$ cat config.mk
export PLATFORM = sky130hd
export DESIGN_NAME = huffman_bit_packer
export DESIGN_NICKNAME = d
export VERILOG_FILES = /design/src/rtl/huffman_bit_packer.sv
export SDC_FILE = /design/constraint.sdc
export NUM_CORES = 1
export LEC_CHECK = 0
export ABC_AREA = 1
export CORE_MARGIN = 3
export CORE_UTILIZATION = 59
export DETAILED_ROUTE_END_ITERATION = 6
export HOLD_SLACK_MARGIN = 0.06
export PLACE_DENSITY_LB_ADDON = 0.25
export SYNTH_ARGS = -nofsm -noshare
export SYNTH_HDL_FRONTEND = slang
export SYNTH_SLANG_ARGS = --single-unit
$ cat constraint.sdc
create_clock -name clk -period 6.7 [get_ports clk]
set_clock_uncertainty 0.2 [all_clocks]
set_input_delay 1.34 -clock clk [delete_from_list [all_inputs] [get_ports clk]]
set_output_delay 1.34 -clock clk [all_outputs]
set_load 0.1 [all_outputs]
$ cat src/rtl/huffman_bit_packer.sv
// Packs right-aligned variable-length codewords MSB-first into OUT_WIDTH-bit words.
// End of frame flushes the residue 1-padded to a byte boundary with a byte-valid mask.
module huffman_bit_packer #(
    parameter int unsigned CODE_WIDTH = 32,
    parameter int unsigned OUT_WIDTH  = 64
) (
    input  logic                          clk,
    input  logic                          rst,
    input  logic [CODE_WIDTH-1:0]         in_code,
    input  logic [$clog2(CODE_WIDTH):0]   in_len,
    input  logic                          in_valid,
    input  logic                          in_last,
    output logic                          in_ready,
    output logic [OUT_WIDTH-1:0]          out_data,
    output logic [OUT_WIDTH/8-1:0]        out_keep,
    output logic                          out_last,
    output logic                          out_valid,
    input  logic                          out_ready
);
    localparam int unsigned LEN_W   = $clog2(CODE_WIDTH) + 1;
    localparam int unsigned FILL_W  = $clog2(OUT_WIDTH);
    localparam int unsigned SUM_W   = FILL_W + 1;
    localparam int unsigned MERGE_W = OUT_WIDTH + CODE_WIDTH;
    localparam int unsigned SH_W    = $clog2(MERGE_W + 1);
    localparam int unsigned KEEP_W  = OUT_WIDTH / 8;

    typedef enum logic {StRun, StFlush} state_t;

    state_t                state;
    logic [OUT_WIDTH-1:0]  acc;
    logic [FILL_W-1:0]     fill;

    logic [LEN_W-1:0]      len_eff;
    logic [CODE_WIDTH-1:0] code_mask;
    logic [CODE_WIDTH-1:0] code_masked;
    logic [SH_W-1:0]       shamt;
    logic [MERGE_W-1:0]    merge;
    logic [MERGE_W-1:0]    merge_low;
    logic [SUM_W-1:0]      sum;
    logic [FILL_W-1:0]     rem;
    logic                  full;
    logic [SUM_W-1:0]      nbytes;
    logic [SUM_W-1:0]      pad_bits;
    logic [OUT_WIDTH-1:0]  flush_data;
    logic [KEEP_W-1:0]     flush_keep;
    logic                  out_free;

    function automatic logic [OUT_WIDTH-1:0] top_ones(input logic [SUM_W-1:0] n);
        return ~({OUT_WIDTH{1'b1}} >> n);
    endfunction

    assign out_free = !out_valid || out_ready;
    assign in_ready = (state == StRun) && out_free;

    always_comb begin
        len_eff     = (in_len > LEN_W'(CODE_WIDTH)) ? LEN_W'(CODE_WIDTH) : in_len;
        code_mask   = {CODE_WIDTH{1'b1}} >> (LEN_W'(CODE_WIDTH) - len_eff);
        code_masked = in_code & code_mask;
        // Shift so the codeword MSB lands `fill` bits below the top of the merge
        shamt       = SH_W'(MERGE_W) - SH_W'(fill) - SH_W'(len_eff);
        merge       = {acc, {CODE_WIDTH{1'b0}}} | (MERGE_W'(code_masked) << shamt);
        merge_low   = merge << OUT_WIDTH;
        sum         = SUM_W'(fill) + SUM_W'(len_eff);
        full        = sum >= SUM_W'(OUT_WIDTH);
        rem         = FILL_W'(sum - SUM_W'(OUT_WIDTH));
        nbytes      = (SUM_W'(fill) + SUM_W'(7)) >> 3;
        pad_bits    = nbytes << 3;
        flush_data  = acc | (top_ones(pad_bits) & ~top_ones(SUM_W'(fill)));
        flush_keep  = ~({KEEP_W{1'b1}} >> nbytes);
    end

    always_ff @(posedge clk or posedge rst) begin
        if (rst) begin
            state     <= StRun;
            acc       <= '0;
            fill      <= '0;
            out_data  <= '0;
            out_keep  <= '0;
            out_last  <= 1'b0;
            out_valid <= 1'b0;
        end else begin
            if (out_valid && out_ready) begin
                out_valid <= 1'b0;
            end
            unique case (state)
                StRun: begin
                    if (in_valid && in_ready) begin
                        if (full) begin
                            out_data  <= merge[MERGE_W-1 -: OUT_WIDTH];
                            out_keep  <= '1;
                            out_last  <= in_last && (rem == '0);
                            out_valid <= 1'b1;
                            acc       <= merge_low[MERGE_W-1 -: OUT_WIDTH];
                            fill      <= rem;
                            if (in_last && (rem != '0)) begin
                                state <= StFlush;
                            end
                        end else begin
                            acc  <= merge[MERGE_W-1 -: OUT_WIDTH];
                            fill <= FILL_W'(sum);
                            if (in_last && (sum != '0)) begin
                                state <= StFlush;
                            end
                        end
                    end
                end
                StFlush: begin
                    if (out_free) begin
                        out_data  <= flush_data;
                        out_keep  <= flush_keep;
                        out_last  <= 1'b1;
                        out_valid <= 1'b1;
                        acc       <= '0;
                        fill      <= '0;
                        state     <= StRun;
                    end
                end
                default: state <= StRun;
            endcase
        end
    end
endmodule

-- Yosys cells after proc, flatten, opt, wreduce, memory -nomap -nowiden
Index checks and enable logic that the tools add are counted.
- register bits after elaboration: 145
- output and inout bits: 75
- logic and storage cells: 77
- add/subtract/negate cells: 6
- $lt $le $gt $ge: 2
- equal/unequal tests: 3
- shifts and indexed selects: 5
- mux-type cells: 32
- bitwise gates (word level): 9
- reduce and logical (&&, ||, !) cells: 13
- operators by type and width (kind ; count):
    two-way mux 64 bit ; 6
    one-hot mux 64 bit (2 select lines) ; 2
    NOT 64 bit ; 3
    OR 96 bit ; 1
    left shift 32 x 7 -> 96 bit ; 1
    AND 64 bit ; 1
    OR 64 bit ; 1
    right shift 64 x 6 -> 64 bit (first input constant) ; 1
    right shift 64 x 7 -> 64 bit (first input constant) ; 1
    AND 32 bit ; 1
    right shift 32 x 6 -> 32 bit (first input constant) ; 1
    two-way mux 6 bit ; 4
    two-way mux 8 bit ; 3
    one-hot mux 8 bit (2 select lines) ; 1
    two-way mux 1 bit ; 12
    one-hot mux 6 bit (2 select lines) ; 1
    NOT 8 bit ; 1
    right shift 8 x 4 -> 8 bit (first input constant) ; 1
    adder 6 x 3 -> 7 bit (second input constant) ; 1
    adder 6 x 6 -> 7 bit ; 1
    >= comparator 7 bit (second input constant) ; 1
    nonzero test 7 bit ; 1
    subtractor 7 x 6 -> 7 bit ; 1
    subtractor 7 x 6 -> 7 bit (first input constant) ; 1
    other kinds (14) ; 22

-- Logic depth before layout (Yosys ltp)
- depth in word-level cells: 10
- depth in mapped cells: 24
- mapped depth without buffers: 24

-- Worst setup path before layout
No wires, ideal clock.
- kind: input port to flip-flop
- start: in out_ready
- end: reg out_data[6]
- setup time: 0.120 ns
- arrival: 4.276 ns
- data required time: 6.380 ns
- slack: 2.104 ns
- cell stages on the path: 11
- buffers on the path: 2
- cells stage by stage: nor2_1 > nor2_1 > nand2_1 > nor2_1 > inv_1 > nand2_1 > inv_1 > buf_2 > buf_2 > nand3_1 > nand2_1
- word-level cells in the longest chain between the ends: 5
- RTL lines (element ; line ; RTL):
    start, declared ; 18 ; input logic out_ready
    logical OR 1 bit ; 52 ; assign out_free = !out_valid || out_ready;
    logical AND 1 bit ; 53 ; assign in_ready = (state == StRun) && out_free;
    net in_ready ; 13 ; output logic in_ready,
    logical AND 1 bit ; 87 ; if (in_valid && in_ready) begin
    != test 2 x 1 -> 1 bit (no source line) ; n/a ;
    AND reduction 3 bit (no source line) ; n/a ;
    end signal, assigned ; 89 ; out_data <= merge[MERGE_W-1 -: OUT_WIDTH];
    end signal, assigned ; 109 ; out_data <= flush_data;
    end, declared ; 14 ; output logic [OUT_WIDTH-1:0] out_data,
The timed path passes the listed nets, and every way through them passes these cells.
A chain may end at the register's enable or synchronous reset.

-- Worst setup path in the final report
- start: in in_len[5]
- end: reg acc[7]
- word-level cells in the longest chain between the ends: 10
- RTL lines (element ; line ; RTL):
    start, declared ; 10 ; input logic [$clog2(CODE_WIDTH):0] in_len,
    greater-than comparator 6 bit ; 56 ; len_eff = (in_len > LEN_W'(CODE_WIDTH)) ? LEN_W'(CODE_WIDTH) : in_len;
    two-way mux 6 bit * ; 56 ;
    subtractor 6 bit ; 57 ; code_mask = {CODE_WIDTH{1'b1}} >> (LEN_W'(CODE_WIDTH) - len_eff);
    right shift 32 x 6 -> 32 bit ; 57 ;
    AND 32 bit ; 58 ; code_masked = in_code & code_mask;
    left shift 32 x 7 -> 96 bit ; 61 ; merge = {acc, {CODE_WIDTH{1'b0}}} | (MERGE_W'(code_masked) << shamt);
    OR 96 bit ; 61 ;
    two-way mux 64 bit * ; 88 ; if (full) begin
    two-way mux 64 bit * ; 87 ;
    one-hot mux 64 bit (2 select lines) * ; 85 ; unique case (state)
    end signal, assigned ; 93 ; acc <= merge_low[MERGE_W-1 -: OUT_WIDTH];
    end signal, assigned ; 99 ; acc <= merge[MERGE_W-1 -: OUT_WIDTH];
    end, declared ; 30 ; logic [OUT_WIDTH-1:0] acc;
Mark *: on every way between the ends. The rest lies on a longest branch, timed or not. The select of a mux whose other input is x is not followed.

==> impl_results.md <==
- Post-CTS Resized: 0
- Placer Congestion: roughly 1.0
- Relative slew slack: 29.7%
- Failing checks: design-rule violations
- Fill cells: between 1500 and 2000
- Levels on crit path: 19
- Pins Over Slew Limit: 0
- Grt ovf: 0
- Drt wl/cell: 21.6 microns
- First-pass GRT wire length: ~71 mm
- Routed Wire Length: 45.8 mm
- Site Rows: 50
- Most frequent CP cell: nand2_1
- Req. time, crit path: 6870 ps
- Critical path buffers and inverters: 5
- Crit-path max cell delay: approximately 560 ps
- Post-CTS setup buffers: 0
- CTS tree: yes
- Vias in the first global route: about 13000
- CP Launch Type: input pin
- Run status: finished, violations left
- Routed vias/inst: 6.43
- HP Class: reg -> reg
- Number of enable flip-flop cells after synthesis: 0
- Die area: 21000 sq um
- Mapped Area: 11400 sq um
- Post-synthesis cell type count: 52
- Final setup viols: 0
- Synth Warn #: 0
- Core Footprint: 18800 sq um
- Layout Nets: 1909
- Share of flip-flops with an asynchronous set or reset: 100%
- Number of remaining DRC errors: 3
- Commonest cells in the netlist: 492 x nand2_1, 403 x nand3_1, 145 x dfrtp_1
- Count leader, synth: nand2_1
- Yosys reg bits: 145
- Area added between synthesis and finish: 16.1%
- CP Data Arrival Time: 5690 ps
- Worst-Skew Late Latency: about 440 ps
- Cells on worst reg2reg path: 16
- CTS root buf: clkbuf_16
- Drt initial violations: around 2200
- Clock sinks: 145
- Total track usage: 42.8%
- Final Critical Period: between 5000 and 6000 ps
- Maximum root-to-sink buffer count: 2
- Top-area cell type share of the netlist area: between 30% and 40%
- HPWL Detailed: 33.3 mm
- Crit end category: flip-flop
- Max stage delay cell, worst path: clkdlybuf4s50_1
- Clock transition at the registers of the reported paths: 70 ps
- Synth area leaders: dfrtp_1 32%, nand3_1 18%, nand2_1 16%
- Initial core utilization: 60.5%
- ANT nets after route: 0
- Register area share after synthesis: a little under a third
- Vias: 13634
- Final Cycle Share: 82.3%
- CTS Hold Bufs: 0
- RSZ-0062 raised after global routing: false
- Die Y: approximately 140 microns
- Largest net degree at the start of global routing: 125
- Mapped Nets: 1863
- Cell accounting for the most synthesized area: dfrtp_1
- Least-Margin Pin Slew: 1050 ps
- Share of layout cells above drive strength 1: 5.01%
- Die X: between 100 and 150 microns
- Critical Path, Cell by Cell: clkdlybuf4s50_1, inv_2, nand2_1, inv_1, ha_1, fa_1, nand3b_1, nand2_1, nand2_1, nand2_1, a21oi_2, xor2_2, inv_2, nor2_2, buf_4, nand2_1, nand3_1, nand2_1, a21oi_1
- Pre-Repair DR Iteration Count: 6
- Largest delay share family, worst path: buffers and inverters
- Synth Flop Type: dfrtp_1
- Synth Instances: 1799
- Sum of negative setup slack: 0 ps
- H-tree Lvls: 4
- Crit Path Class: in -> reg
- Max Cap Viol: 0
- Peak Freq: 181 MHz
- CTS buffer count: 17
- Syn_area_per_cell: between 6 and 7 sq um
- Max Fanout on Critical Path: 25
- Initial antenna violation count: 1
- Boundary Pins: 118
- Final hold vios: 0
- Worst hold margin: 280 ps
- Port bufs: roughly 120
- Hold path depth: 2
## cells by family after synthesis
| kind of cell | Yosys count | synth area share, % |
|---|---|---|
| AO/OA/AOI/OAI | 231 | 11.7 |
| XOR/XNOR | 6 | 0.527 |
| buffers and inverters | 270 | 9.47 |
| flip-flops | 145 | 31.8 |
| AND/OR/NAND/NOR | 1126 | 43.9 |
| adder cells (fa/ha/maj) | 21 | 2.50 |
## layout make-up
| cell class | count | area [sq um] | area share, % |
|---|---|---|---|
| well taps | 260 | 325 | 2.46 |
| clock buffers | 17 | 425 | 3.21 |
| inverters | 156 | 591 | 4.46 |
| clock inverters | 15 | 164 | 1.24 |
| repair buffers | 141 | 1380 | 10.4 |
| flip-flops and latches | 145 | 3630 | 27.4 |
| diodes | 1 | 2.50 | 0.0189 |
| multi-input cells | 1384 | 6720 | 50.8 |
## state kept, by name, indices dropped and copies added (netlist names)
name and count:
acc 64, fill 6, out_data 64, out_keep 8, out_last 1, out_valid 1
state 1
## layout by cell type (no fill, tap or decap), types with 2 or more instances in the layout
| master | netlist | final |
|---|---|---|
| inv_2 | 7 | 7 |
| clkdlybuf4s50_1 | 0 | 117 |
| nor3_1 | 13 | 13 |
| a41oi_1 | 4 | 4 |
| a21oi_1 | 70 | 70 |
| clkinvlp_4 | 0 | 2 |
| buf_4 | 7 | 22 |
| nor2_2 | 3 | 3 |
| ha_1 | 18 | 18 |
| nand2_2 | 6 | 7 |
| nand2_1 | 492 | 490 |
| fa_1 | 3 | 3 |
| clkinv_1 | 5 | 5 |
| o31ai_1 | 3 | 3 |
| inv_8 | 0 | 4 |
| o21ai_1 | 14 | 14 |
| o22ai_1 | 7 | 7 |
| a31oi_1 | 29 | 29 |
| nand3b_1 | 4 | 4 |
| o21ai_2 | 2 | 3 |
| nand3_2 | 3 | 3 |
| a21o_1 | 3 | 3 |
| nand3_1 | 403 | 403 |
| o211ai_1 | 14 | 14 |
| nand2_4 | 1 | 2 |
| clkbuf_16 | 0 | 17 |
| dfrtp_1 | 145 | 144 |
| xor2_1 | 4 | 3 |
| buf_12 | 0 | 2 |
| inv_1 | 144 | 143 |
| and2_1 | 3 | 3 |
| nor2_1 | 133 | 133 |
| inv_6 | 0 | 6 |
| o21ai_0 | 68 | 67 |
| o21bai_1 | 6 | 6 |
| a311oi_1 | 2 | 2 |
| nand4_1 | 59 | 59 |
## per-layer routing
metal / wire length, microns / track usage (%) / up-vias / part of all wire (%)
met5: 0 / 0 / - / 0
met4: 2930 / 21.8 / 0 / 6.4
met3: 6140 / 12.1 / 207 / 13
met2: 19500 / 63.7 / 1061 / 42
met1: 17300 / 57.2 / 6226 / 38
li1: - / - / 6140 / -
## worst reg2reg max path, cell delays in order, from the launching register on
cell	delay, ps
dfrtp_1	670
inv_1	440
ha_1	460
ha_1	400
a21oi_1	180
nand2_1	90
nand2_1	90
nand2_1	70
a21oi_2	160
xor2_2	370
inv_2	350
nor2_2	550
buf_4	400
nand2_1	190
nand3_1	150
nand2_1	60
a21oi_1	130
## through the flow
| step | utilization (%) | setup slack (ps) | std cells | cell area, sq um |
|---|---|---|---|---|
| 2_1_floorplan | - | 1270 | 1799 | 11400 |
| 3_3_place_gp | 67.1 | 1000 | 2086 | 12600 |
| 3_5_place_dp | 67.1 | 856 | 2086 | 12600 |
| 4_1_cts | 70.3 | 1300 | 2118 | 13200 |
| 5_1_grt | 70.3 | 991 | 2118 | 13200 |
| 6_report | 70.3 | 1180 | 2119 | 13200 |
## final timing paths
check                                         start                        to  slack, ps
max                                       in_len[5]        acc[7]$_DFFE_PP0P_       1180
min                        out_data[33]$_DFFE_PP0P_  out_data[33]$_DFFE_PP0P_        280
max reg2reg                     fill[3]$_DFFE_PP0P_        acc[7]$_DFFE_PP0P_       1690
min reg2reg                out_data[33]$_DFFE_PP0P_  out_data[33]$_DFFE_PP0P_        280
max in group asynchronous                       rst           state$_DFF_PP0_       3810
min in group asynchronous                       rst  out_data[15]$_DFFE_PP0P_       1290
Power is left out: the tool's default activity adds up to more than one toggle a clock period on the data nets, which glitch-free logic cannot reach.
